`src/rtl/present_ctrl.sv`:
```
// present_ctrl: command front-end and round sequencer for a PRESENT-80 datapath.
// Decodes the pl/in command bus, keeps the key, a plaintext register and a
// one-deep pending-start buffer, and walks the external round core through
// LOAD, ROUNDS round cycles and ciphertext capture.
// Optional build macro: PRESENT_CTRL_ASSERT_EN compiles in interface/protocol
// assertions; the default build leaves them out and behaves identically.
module present_ctrl #(
    parameter int ROUNDS = 31,
    parameter int KEY_W  = 80,
    parameter int BLK_W  = 64
) (
    input  logic             clk,
    input  logic             rst_n,
    input  logic [1:0]       pl,
    input  logic [KEY_W-1:0] in,
    output logic             core_ld,
    output logic [KEY_W-1:0] core_key,
    output logic [BLK_W-1:0] core_pt,
    output logic             core_round_en,
    output logic [4:0]       core_round,
    input  logic [BLK_W-1:0] core_ct,
    output logic [BLK_W-1:0] dout,
    output logic             dout_valid,
    output logic             busy,
    output logic             cmd_err
);

    typedef enum logic [1:0] {
        S_IDLE  = 2'd0,
        S_LOAD  = 2'd1,
        S_ROUND = 2'd2,
        S_DONE  = 2'd3
    } state_t;

    localparam logic [4:0] ROUNDS_C = 5'(ROUNDS);

    state_t             r_state;
    logic [KEY_W-1:0]   r_key;
    logic               r_key_vld;
    logic [BLK_W-1:0]   r_data;
    logic [BLK_W-1:0]   r_pend_pt;
    logic               r_pend_vld;
    logic               r_ld_pend;
    logic [KEY_W-1:0]   r_key_hold;
    logic [BLK_W-1:0]   r_pt_hold;

    logic               w_cmd_key;
    logic               w_cmd_pt;
    logic               w_cmd_start;
    logic [BLK_W-1:0]   w_in_pt;
    logic [BLK_W-1:0]   w_ld_pt;

    assign w_cmd_key   = (pl == 2'b01);
    assign w_cmd_pt    = (pl == 2'b10);
    assign w_cmd_start = (pl == 2'b11);
    assign w_in_pt     = in[BLK_W-1:0];

    // A block leaving IDLE takes data_reg; a block launched from DONE takes
    // the pending buffer (which also receives a start arriving during DONE).
    assign w_ld_pt = r_ld_pend ? r_pend_pt : r_data;

    // During LOAD the core sees the live key/plaintext registers, so a key
    // loaded while the previous block was finishing is picked up; otherwise
    // the last presented values are held.
    assign core_key = core_ld ? r_key   : r_key_hold;
    assign core_pt  = core_ld ? w_ld_pt : r_pt_hold;

    // Key and plaintext registers: load commands are accepted in every state.
    always_ff @(posedge clk or negedge rst_n) begin
        if (!rst_n) begin
            r_key     <= '0;
            r_key_vld <= 1'b0;
            r_data    <= '0;
        end else begin
            if (w_cmd_key) begin
                r_key     <= in;
                r_key_vld <= 1'b1;
            end
            if (w_cmd_pt || w_cmd_start) begin
                r_data <= w_in_pt;
            end
        end
    end

    // Capture what was presented at LOAD so the core-facing buses stay stable.
    always_ff @(posedge clk or negedge rst_n) begin
        if (!rst_n) begin
            r_key_hold <= '0;
            r_pt_hold  <= '0;
        end else if (core_ld) begin
            r_key_hold <= r_key;
            r_pt_hold  <= w_ld_pt;
        end
    end

    // Sequencer FSM with pending-start handling and registered outputs.
    always_ff @(posedge clk or negedge rst_n) begin
        if (!rst_n) begin
            r_state       <= S_IDLE;
            r_pend_pt     <= '0;
            r_pend_vld    <= 1'b0;
            r_ld_pend     <= 1'b0;
            core_ld       <= 1'b0;
            core_round_en <= 1'b0;
            core_round    <= 5'd0;
            dout          <= '0;
            dout_valid    <= 1'b0;
            busy          <= 1'b0;
            cmd_err       <= 1'b0;
        end else begin
            core_ld    <= 1'b0;
            dout_valid <= 1'b0;
            cmd_err    <= 1'b0;

            // Starts outside IDLE queue one block; a second one is dropped.
            if (w_cmd_start && (r_state != S_IDLE)) begin
                if (!r_pend_vld) begin
                    r_pend_pt  <= w_in_pt;
                    r_pend_vld <= 1'b1;
                end else begin
                    cmd_err <= 1'b1;
                end
            end

            case (r_state)
                S_IDLE: begin
                    if (w_cmd_start) begin
                        if (r_key_vld) begin
                            r_state   <= S_LOAD;
                            core_ld   <= 1'b1;
                            busy      <= 1'b1;
                            r_ld_pend <= 1'b0;
                        end else begin
                            cmd_err <= 1'b1;
                        end
                    end
                end

                S_LOAD: begin
                    r_state       <= S_ROUND;
                    core_round    <= 5'd1;
                    core_round_en <= 1'b1;
                end

                S_ROUND: begin
                    if (core_round == ROUNDS_C) begin
                        r_state       <= S_DONE;
                        core_round_en <= 1'b0;
                    end else begin
                        core_round <= core_round + 5'd1;
                    end
                end

                S_DONE: begin
                    dout       <= core_ct;
                    dout_valid <= 1'b1;
                    core_round <= 5'd0;
                    // A start seen in this very cycle lands in the pending
                    // buffer above and is serviced straight away.
                    if (r_pend_vld || w_cmd_start) begin
                        r_state    <= S_LOAD;
                        core_ld    <= 1'b1;
                        r_ld_pend  <= 1'b1;
                        r_pend_vld <= 1'b0;
                    end else begin
                        r_state <= S_IDLE;
                        busy    <= 1'b0;
                    end
                end

                default: begin
                    r_state <= S_IDLE;
                end
            endcase
        end
    end

`ifdef PRESENT_CTRL_ASSERT_EN
    a_pl_known: assert property (@(negedge clk) disable iff (!rst_n)
        !$isunknown(pl));
    a_in_known: assert property (@(negedge clk) disable iff (!rst_n)
        (pl != 2'b00) |-> !$isunknown(in));
    a_ct_known: assert property (@(negedge clk) disable iff (!rst_n)
        (r_state == S_DONE) |-> !$isunknown(core_ct));
    a_ld_round_excl: assert property (@(negedge clk) disable iff (!rst_n)
        !(core_ld && core_round_en));
    a_dv_pulse: assert property (@(negedge clk) disable iff (!rst_n)
        dout_valid |=> !dout_valid);
`else
    // Assertions are not built in this configuration.
`endif

endmodule

```
`config.mk`:
```
export PLATFORM = sky130hd
export DESIGN_NAME = present_ctrl
export DESIGN_NICKNAME = d
export VERILOG_FILES = /design/src/rtl/present_ctrl.sv
export SDC_FILE = /design/constraint.sdc
export NUM_CORES = 1
export LEC_CHECK = 0
export ABC_AREA = 1
export BUFFER_PORTS_ARGS = -buffer_cell sky130_fd_sc_hd__buf_2
export CORE_MARGIN = 2
export CORE_UTILIZATION = 49
export DETAILED_ROUTE_END_ITERATION = 12
export PLACE_DENSITY = 0.82
export SLEW_MARGIN = 40
export SYNTH_ARGS = -nofsm -noshare
export SYNTH_HDL_FRONTEND = slang
export SYNTH_SLANG_ARGS = --single-unit
```
`constraint.sdc`:
```
create_clock -name clk -period 1.55 [get_ports clk]
set_clock_uncertainty 0.1 [all_clocks]
set_input_delay 0.0775 -clock clk [delete_from_list [all_inputs] [get_ports clk]]
set_output_delay 0.0775 -clock clk [all_outputs]
set_load 0.005 [all_outputs]
```
==> flow_summary.json <==
{
  "violations": "setup timing",
  "finalMaxSlewViolations": 0,
  "finalSetupTns_ns": -77.37,
  "vias": 15526,
  "startpoint_type": "flip-flop",
  "drc_errors": 0,
  "syn_nets": 1862,
  "p_leak_uw": 0.01287,
  "hold_class": "input port to flip-flop",
  "synthXorXnorAreaFrac": 0,
  "overflow": 0,
  "layout_commonest_cell": "nand2_1",
  "cts.path.max_buffers": 3,
  "dp_hpwl_um": 29430,
  "powerDensity_mw_per_mm2": 1075,
  "muxShareOfSynthArea": 0.05235,
  "yosys_warnings": 0,
  "multi_input_area_sq_mm": 0.006188,
  "tightestPinTransition_ns": 0.7815,
  "grt_pass1_wl_um": 87920,
  "start_util": 0.4982,
  "area_growth_syn_to_layout_pct": 47.33,
  "die-area_sq_mm": 0.03663,
  "grt_pass1_vias": 16187,
  "setup_slack_ns": -0.6589,
  "period_minus_slack_ns": 2.209,
  "slew_headroom": 0.4735,
  "crit_family": "flip-flops",
  "drt-initial-drc-count": 1162,
  "period_share": 1.425,
  "drt_wl_total_um": 60800,
  "io_pins": 366,
  "seq_area_frac_synth": 0.6268,
  "synthSimpleGateAreaFrac": 0.1368,
  "antenna_found_initial": 3,
  "track_usage": 0.3089,
  "rows": 68,
  "clkLatencyLatePin_ns": 0.55,
  "die_h_um": 191.4,
  "cts_tree": "done",
  "grt_max_degree": 109,
  "postSynthCellCount": 1707,
  "maxCapViolCount": 0,
  "synth_top_family_by_area": "simple AND/OR/NAND/NOR gates",
  "vias_per_cell": 5.469,
  "numCtsBuffers": 45,
  "layout_common_cells": "nand2_1, dfrtp_1, buf_2",
  "required_ns": 1.37,
  "slowest_stage": "dfrtp_4",
  "syn-cell-area_sq_mm": 0.01721,
  "clock.fmax_mhz": 452.7,
  "place.gp.congestion": 0.8830,
  "rsz0062_at_grt": "yes",
  "coreArea_sq_mm": 0.03454,
  "setup_viol": 220,
  "endpoint_kind": "output pin",
  "ant_nets": 0,
  "hold_viol_final": 0,
  "cts_sinks": 431,
  "critPathMaxStageDelay_ns": 0.56,
  "htree_num_levels": 2,
  "cp_max_fo": 8,
  "drive_above_1_share": 0.3709,
  "ys_types": 19,
  "total_power_uw": 27260,
  "regArea_sq_mm": 0.01079,
  "crit_path_cell_trace": "buf_12, buf_16, o21a_1, a21oi_2, buf_6",
  "wl_per_cell_um": 21.42,
  "status": "finished with violations",
  "cts-root-buf": "clkbuf_16",
  "ys_ff_latch": 431,
  "max-vdd-ir-drop_v": 0.001198,
  "arrival_ns": 2.03,
  "clkSlewWorstSetupHoldPaths_ns": 0.06,
  "fillers": 1976,
  "critPathKind": "flip-flop to output pin",
  "die_w_um": 191.4,
  "synth.avg_cell_area_sq_um": 10.08,
  "io_buffer_count": 365,
  "critPathBufInv": 3,
  "final_net_count": 2502,
  "synth_compound_area_frac": 0.1147,
  "yosys.area_share.adder": 0.005090,
  "dr.pass1.iters": 6
}
==> where the power goes <==
group          switching (uW)  total [uW]  internal (uW)
Combinational            1860        3470           1610
Clock                    4530       10800           6270
Sequential                680       13000          12300
==> cells in the mapped netlist <==
library cell / n / share of area
clkbuf_1: 29 / 0.0063
o21ai_1: 38 / 0.011
buf_4: 9 / 0.0039
buf_6: 14 / 0.0092
nand2_1: 517 / 0.11
inv_1: 143 / 0.031
nor2_1: 76 / 0.017
inv_2: 2 / 0.00044
a21oi_1: 68 / 0.020
o21a_1: 64 / 0.028
mux2_2: 80 / 0.052
ha_1: 7 / 0.0051
dfrtp_1: 431 / 0.63
nand2_2: 3 / 0.0011
buf_2: 43 / 0.013
buf_1: 3 / 0.00065
nand3_1: 22 / 0.0064
o21ai_2: 46 / 0.023
o21ai_0: 112 / 0.033
==> worst paths after layout <==
path,startpoint,depth (start not counted),slack (ns),to
setup / recovery,r_ld_pend$_DFFE_PN0P_,5,-0.66,core_pt[50]
hold / removal,core_ct[1],4,0.15,dout[1]$_DFFE_PN0P_
setup reg to reg,r_state[1]$_DFFE_PN0P_,8,-0.11,r_pend_pt[38]$_DFFE_PN0P_
hold reg to reg,dout[5]$_DFFE_PN0P_,2,0.37,dout[5]$_DFFE_PN0P_
max in group asynchronous,rst_n,4,0.17,r_key_hold[59]$_DFF_PN0_
min in group asynchronous,rst_n,3,0.47,r_key[50]$_DFFE_PN0N_
==> logic make-up after synthesis <==
group | count (synthesis)
AOI/OAI and AO/OA | 328
adders and majority gates | 7
buffers and inverters | 243
DFF | 431
muxes | 80
and+or+nand+nor | 618
==> final cells by class <==
type                       instances  share of cell area
sequential                       431              0.4257
multi-input combinational       1035              0.2441
timing repair buffer             689              0.2281
clock buffer                      65             0.05222
tap                              455             0.02246
inverter                         145             0.02157
clock inverter                    16            0.005528
antenna                            3           0.0002961
==> state kept, by name (all words and copies together) (netlist names) <==
signal	flops
r_data	64
dout	64
r_pend_pt	64
r_state	2
core_ld	1
cmd_err	1
r_key_vld	1
r_key_hold	80
r_pt_hold	64
r_key	80
core_round_en	1
core_round	5
r_pend_vld	1
r_ld_pend	1
busy	1
dout_valid	1
==> per-layer routing <==
layer | GRT usage | vias to the layer above | share of wire | wire [um]
li1 | - | 6709 | - | -
met1 | 0.3606 | 7598 | 0.36 | 21860
met2 | 0.5324 | 953 | 0.50 | 30320
met3 | 0.07160 | 266 | 0.084 | 5110
met4 | 0.1574 | 0 | 0.058 | 3510
met5 | 0 | - | 0 | 0
==> metrics by stage <==
stage	hold WS [ns]	setup slack (ns)	util	area [sq um]	std cells
after floorplan	-0.3181	0.0004794	-	17210	1707
after global placement	-0.09530	-0.04692	0.5781	19970	2505
after detailed placement	-0.09138	-0.05658	0.5781	19970	2505
after CTS	0.1132	-0.6098	0.7116	24580	2821
after global routing	0.1603	-0.7210	0.7339	25350	2839
final	0.1523	-0.6589	0.7339	25350	2839
==> worst reg2reg max path, cell delays in order, from the launching register on <==
cell	delay [ns]
dfrtp_1	0.40
inv_2	0.08
ha_4	0.18
nor2_4	0.14
buf_12	0.14
nand2_8	0.11
buf_12	0.19
buf_16	0.14
o21ai_4	0.12
==> repair_timing <==
item	CTS	global route
gates resized for setup	160	140
cloned	18	6
setup buffers	47	24
hold buffers	170	0
pin swaps	49	57
endpoints found under the setup margin	209	297
hold endpoints to repair	708	0
(Power assumes the default switching activity.)
